==> src/rtl/hazard_scoreboard_pkg.sv <==
// Shared pipeline definitions for the decode-stage hazard scoreboard.
// Stage indices, entry layout and register-index width.
package hazard_scoreboard_pkg;

  localparam int REG_W    = 3;
  localparam int SB_EX    = 0;
  localparam int SB_MEM   = 1;
  localparam int SB_WB    = 2;
  localparam int SB_DEPTH = 3;

  // One in-flight destination; 'rd' holds the destination register index.
  typedef struct packed {
    logic             valid;
    logic [REG_W-1:0] rd;
  } sb_entry_t;

endpackage

==> src/rtl/hazard_scoreboard_sb_match.sv <==
// Compares one source register against the EX/MEM/WB scoreboard entries.
// Purely combinational; the WB entry is ignored when the register file bypasses.
module sb_match
  import hazard_scoreboard_pkg::*;
#(
  parameter bit WB_BYPASS = 1'b1
) (
  input  sb_entry_t [SB_DEPTH-1:0] sb_i,
  input  logic      [REG_W-1:0]    reg_i,
  output logic                     match_o
);

  logic ex_hit;
  logic mem_hit;
  logic wb_hit;

  assign ex_hit  = sb_i[SB_EX].valid  && (sb_i[SB_EX].rd  == reg_i);
  assign mem_hit = sb_i[SB_MEM].valid && (sb_i[SB_MEM].rd == reg_i);
  assign wb_hit  = WB_BYPASS ? 1'b0 : (sb_i[SB_WB].valid && (sb_i[SB_WB].rd == reg_i));

  assign match_o = ex_hit | mem_hit | wb_hit;

endmodule

==> src/rtl/register.sv <==
// Generic enabled register with synchronous active-high reset to zero.
// One cycle latency; holds its value while wr_en_i is low.
module register #(
  parameter int W = 1
) (
  input  logic         clk,
  input  logic         rst,
  input  logic         wr_en_i,
  input  logic [W-1:0] d_i,
  output logic [W-1:0] q_o
);

  always_ff @(posedge clk) begin
    if (rst) begin
      q_o <= '0;
    end else if (wr_en_i) begin
      q_o <= d_i;
    end
  end

endmodule

==> src/rtl/hazard_scoreboard.sv <==
// Decode-stage RAW hazard, bubble and flush control with a 3-entry destination scoreboard.
// Control outputs are combinational; scoreboard, halt flag and stall counter update on clk.
module hazard_scoreboard
  import hazard_scoreboard_pkg::*;
#(
  parameter bit WB_BYPASS = 1'b1
) (
  input  logic             clk,
  input  logic             rst,
  input  logic             dec_valid,
  input  logic [REG_W-1:0] rs_sel,
  input  logic             rs_used,
  input  logic [REG_W-1:0] rt_sel,
  input  logic             rt_used,
  input  logic             dec_RegWrite,
  input  logic [REG_W-1:0] dec_Write_Register,
  input  logic             dec_Halt,
  input  logic             ex_redirect,
  input  logic             mem_stall,
  output logic             Stall,
  output logic             id_ex_Bubble,
  output logic             if_id_Flush,
  output logic             halted,
  output logic [15:0]      stall_cycles
);

  sb_entry_t [SB_DEPTH-1:0] sb_q;
  sb_entry_t [SB_DEPTH-1:0] sb_d;
  logic                     halted_q;
  logic                     halted_d;
  logic [15:0]              stall_cycles_q;
  logic [15:0]              stall_cycles_d;
  logic                     rs_match;
  logic                     rt_match;
  logic                     hazard;
  logic                     issue;
  logic                     count_en;

  sb_match #(.WB_BYPASS(WB_BYPASS)) u_rs_match (
    .sb_i    (sb_q),
    .reg_i   (rs_sel),
    .match_o (rs_match)
  );

  sb_match #(.WB_BYPASS(WB_BYPASS)) u_rt_match (
    .sb_i    (sb_q),
    .reg_i   (rt_sel),
    .match_o (rt_match)
  );

  assign hazard = dec_valid & ((rs_used & rs_match) | (rt_used & rt_match));
  assign issue  = dec_valid & ~mem_stall & ~halted_q & ~ex_redirect & ~hazard;

  // A redirect makes the ID instruction wrong-path, so it is squashed rather than held.
  assign Stall        = mem_stall | halted_q | (hazard & ~ex_redirect);
  assign id_ex_Bubble = ~mem_stall & (halted_q | ex_redirect | hazard | ~dec_valid);
  assign if_id_Flush  = ex_redirect & ~mem_stall & ~halted_q;

  always_comb begin
    sb_d               = sb_q;
    sb_d[SB_WB]        = sb_q[SB_MEM];
    sb_d[SB_MEM]       = sb_q[SB_EX];
    sb_d[SB_EX].valid  = issue & dec_RegWrite;
    sb_d[SB_EX].rd     = dec_Write_Register;
  end

  register #(.W($bits(sb_q))) u_sb (
    .clk     (clk),
    .rst     (rst),
    .wr_en_i (~mem_stall),
    .d_i     (sb_d),
    .q_o     (sb_q)
  );

  assign count_en = hazard & ~ex_redirect & ~mem_stall & ~halted_q;

  always_comb begin
    halted_d       = halted_q | (issue & dec_Halt);
    stall_cycles_d = stall_cycles_q;
    if (count_en && (stall_cycles_q != 16'hFFFF)) begin
      stall_cycles_d = stall_cycles_q + 16'd1;
    end
  end

  always_ff @(posedge clk) begin
    if (rst) begin
      halted_q       <= 1'b0;
      stall_cycles_q <= 16'd0;
    end else begin
      halted_q       <= halted_d;
      stall_cycles_q <= stall_cycles_d;
    end
  end

  assign halted       = halted_q;
  assign stall_cycles = stall_cycles_q;

endmodule

==> config.mk <==
export PLATFORM = sky130hd
export DESIGN_NAME = hazard_scoreboard
export DESIGN_NICKNAME = d
export VERILOG_FILES = /design/src/rtl/hazard_scoreboard_pkg.sv /design/src/rtl/hazard_scoreboard_sb_match.sv /design/src/rtl/register.sv /design/src/rtl/hazard_scoreboard.sv
export SDC_FILE = /design/constraint.sdc
export NUM_CORES = 1
export LEC_CHECK = 0
export CELL_PAD_IN_SITES_DETAIL_PLACEMENT = 1
export CELL_PAD_IN_SITES_GLOBAL_PLACEMENT = 2
export CORE_MARGIN = 1
export CORE_UTILIZATION = 28
export DETAILED_ROUTE_END_ITERATION = 10
export PLACE_DENSITY = 0.78
export SLEW_MARGIN = 15
export SYNTH_ARGS = -nofsm -noshare
export SYNTH_HDL_FRONTEND = slang
export SYNTH_SLANG_ARGS = --single-unit
export TNS_END_PERCENT = 5
==> constraint.sdc <==
create_clock -name clk -period 2.2 [get_ports clk]
set_input_delay 0.55 -clock clk [delete_from_list [all_inputs] [get_ports clk]]
set_output_delay 0.55 -clock clk [all_outputs]
set_load 0.1 [all_outputs]
==> results.yml <==
die:
  fp.dieArea_mm2: 0.005485
  fp.dieW_um: 74.06
  start_util_pct: 29.99
  die_y_um: 74.06
  core_mm2: 0.004848
  io_pins: 38
  rows: 25
sta:
  fmax_ghz: 0.4368
  fin_skew_ns: 0.006733
  layout_setup_ws_ns: -0.08925
  finalCritPeriodShare_pct: 104.1
  slew_headroom_pct: 72.03
  worst-slew-pin-transition_ns: 0.4196
  hold_viol: 0
  holdWs_ns: 0.5160
  period_needed_ns: 2.289
  drv_slew: 0
  setup_violations: 9
  rsz0062_at_grt: "yes"
detailed_routing:
  wirelength_um: 4829
  dr_total_vias: 1517
  wl_per_cell_um: 16.15
  vias_per_cell: 5.074
  detail_route.first_pass.iterations: 4
  drc: 0
  postRouteAntennaNets: 0
  drtIter0Drc: 42
synth:
  ys_types: 43
  synth-edff-count: 0
  synthTopCellsByArea: "dfxtp_1, xnor2_1, mux2i_1"
  synthesis.nets: 182
  synth_area_mm2: 0.001454
  syn_avg_cell_area_um2: 8.920
  yosys_warnings: 0
  synth_top_area_share_pct: 34.42
  synth_async_sr_flop_share_pct: 0
  synth-seq-cells: 25
  postSynthCellCount: 163
  synth_top_cell_by_area: "dfxtp_1"
  synth_ff_type: "dfxtp_1"
  ys_seq_area_share_pct: 34.42
global_routing:
  antenna_found_initial: 0
  grt_start_max_net_pins: 18
  grt_pass1_wl_um: 7521
  grt_overflow: 0
  grt_pass1_vias: 1563
  track_usage_pct: 18.15
critical_path:
  criticalPathCategory: "input port to primary output"
  crit_path_max_incr_delay_ns: 0.46
  required_ns: 1.65
  critPathTopFamily: "buffers and inverters"
  cp_num_buf_inv: 2
  endpoint_kind: "primary output"
  crit_chain: "clkdlybuf4s50_1 -> a22oi_2 -> nand3b_1 -> o21ba_4 -> buf_12"
  worst_path_max_delay_cell: "clkdlybuf4s50_1"
  cp-start-kind: "input port"
  worstPathMaxFanout: 2
  r2r-start: "u_sb.q_o[5]"
  crit_start: "rs_used"
  cp.arrival_ns: 1.74
clocking:
  htree_levels: 1
  cts_root_buf: "clkbuf_8"
  cts_tree: "yes"
  worstSkewPairLatency_ns: 0.27
  cts.sinks: 25
  cts.path.max_buffers: 2
  clk_pin_slew_ns: 0.09
  cts_buffers: 3
final_layout:
  final_cells: 299
  diodes: 0
  mostFrequentLayoutCells: "buf_4, nor2_1, dfxtp_2"
  final_common_cell: "buf_4"
  final_layout_size_suffix_gt1_share_pct: 48.28
  fillCellCount: 568
  nets: 252
  syn2layout_area_growth_pct: 59.81
pwr:
  combPwrFrac_pct: 20.5
  leakagePower_nw: 0.8837
  switching_power_mw: 0.2528
  p_int_mw: 0.6877
  power_density_mw_per_mm2: 404.8
  p_clk_share_pct: 29.5
  seqPwrFrac_pct: 50.0
  swShare_pct: 26.88
  irDropWorstVdd_mv: 0.2241
  power.total_mw: 0.9405
place:
  port-buffer-count: 37
  place_ws_ns: -0.4823
  post-place-cells: 281
  gp_congestion: 0.7802
  hpwl_um: 3336
run_status:
  violations: "setup timing"
  outcome: "finished with violations"
worst_hold_path:
  worstHoldPathType: "register to register"
  min_from: "stall_cycles[8]"
flow_run:
  maxCapViolCount: 0
-- worst paths after layout --
kind                endpoint  slack [ns]  cells past startpoint
max             id_ex_Bubble       -0.09                      5
min          stall_cycles[8]        0.52                      2
max reg2reg           halted        0.02                     14
min reg2reg  stall_cycles[8]        0.52                      2
-- layout make-up --
class	count	area (µm²)	share of cell area [%]
multi-input cells	129	1033	44.48
repair buffers	71	628.1	27.03
flip-flops and latches	25	521.8	22.46
well taps	67	83.83	3.608
clock buffers	4	45.04	1.939
inverters	3	11.26	0.4847
-- flip-flops by register name (all words and copies together) (netlist names) --
name / flops
u_sb.q_o: 8
halted: 1
stall_cycles: 16
-- routing by layer --
layer	up-vias	GRT usage, %	part of all wire, %
met1	747	19.39	42
met3	6	3.930	1.9
met2	23	35.15	55
met4	0	5.556	1.3
met5	-	0	0
li1	741	-	-
-- Yosys cell counts (4+ instances only) --
library cell  count
dfxtp_1          25
nor2_1           17
xnor2_1          12
nand4_1          11
a21oi_1           9
nand2_1           9
mux2i_1           7
nor2b_1           5
or3_1             5
nand3_1           4
o21ai_0           4
o31ai_1           4
or4_1             4
-- power groups by stage --
stage / sequential (mW) / combinational [mW] / clock, mW
after detailed placement: 0.479 / 0.165 / 0
after global routing: 0.471 / 0.202 / 0.311
final: 0.470 / 0.192 / 0.278
after CTS: 0.470 / 0.182 / 0.299
after floorplan: 0.481 / 0.0777 / 0
after global placement: 0.478 / 0.159 / 0
-- timing repair --
action	4_1_cts	5_1_grt
setup buffers	12	1
setup endpoints to repair	15	18
hold buffers	0	0
resized for setup	51	10
gates cloned	0	1
pin swaps	14	6
-- per-stage QoR --
step           area (µm²)  setup TNS, ns  utilization (%)
2_1_floorplan        1469         -1.085                -
6_report             2323        -0.2312            47.92
3_3_place_gp         2051         -5.396            42.30
4_1_cts              2251       -0.05718            46.43
5_1_grt              2323         -1.771            47.92
3_5_place_dp         2051         -6.816            42.30
-- cell families after synthesis --
logic type / after synthesis / share of synthesized area (%)
adders and majority gates: 1 / 0.8604
and+or+nand+nor: 75 / 31.33
buffers and inverters: 10 / 3.700
xor gates and xnor gates: 12 / 7.229
AOI/OAI and AO/OA: 28 / 13.25
DFF: 25 / 34.42
muxes: 12 / 9.208
-- worst reg2reg max path: stages (launching register included) --
cell	delay, ns
dfxtp_2	0.36
xnor2_2	0.14
nand4_1	0.11
nand2_2	0.07
a22oi_2	0.20
nand3b_1	0.15
buf_4	0.17
buf_4	0.12
buf_4	0.12
buf_4	0.12
buf_4	0.12
buf_4	0.11
buf_4	0.12
buf_6	0.11
o22ai_2	0.09
Power figures use the tool's default switching activity.
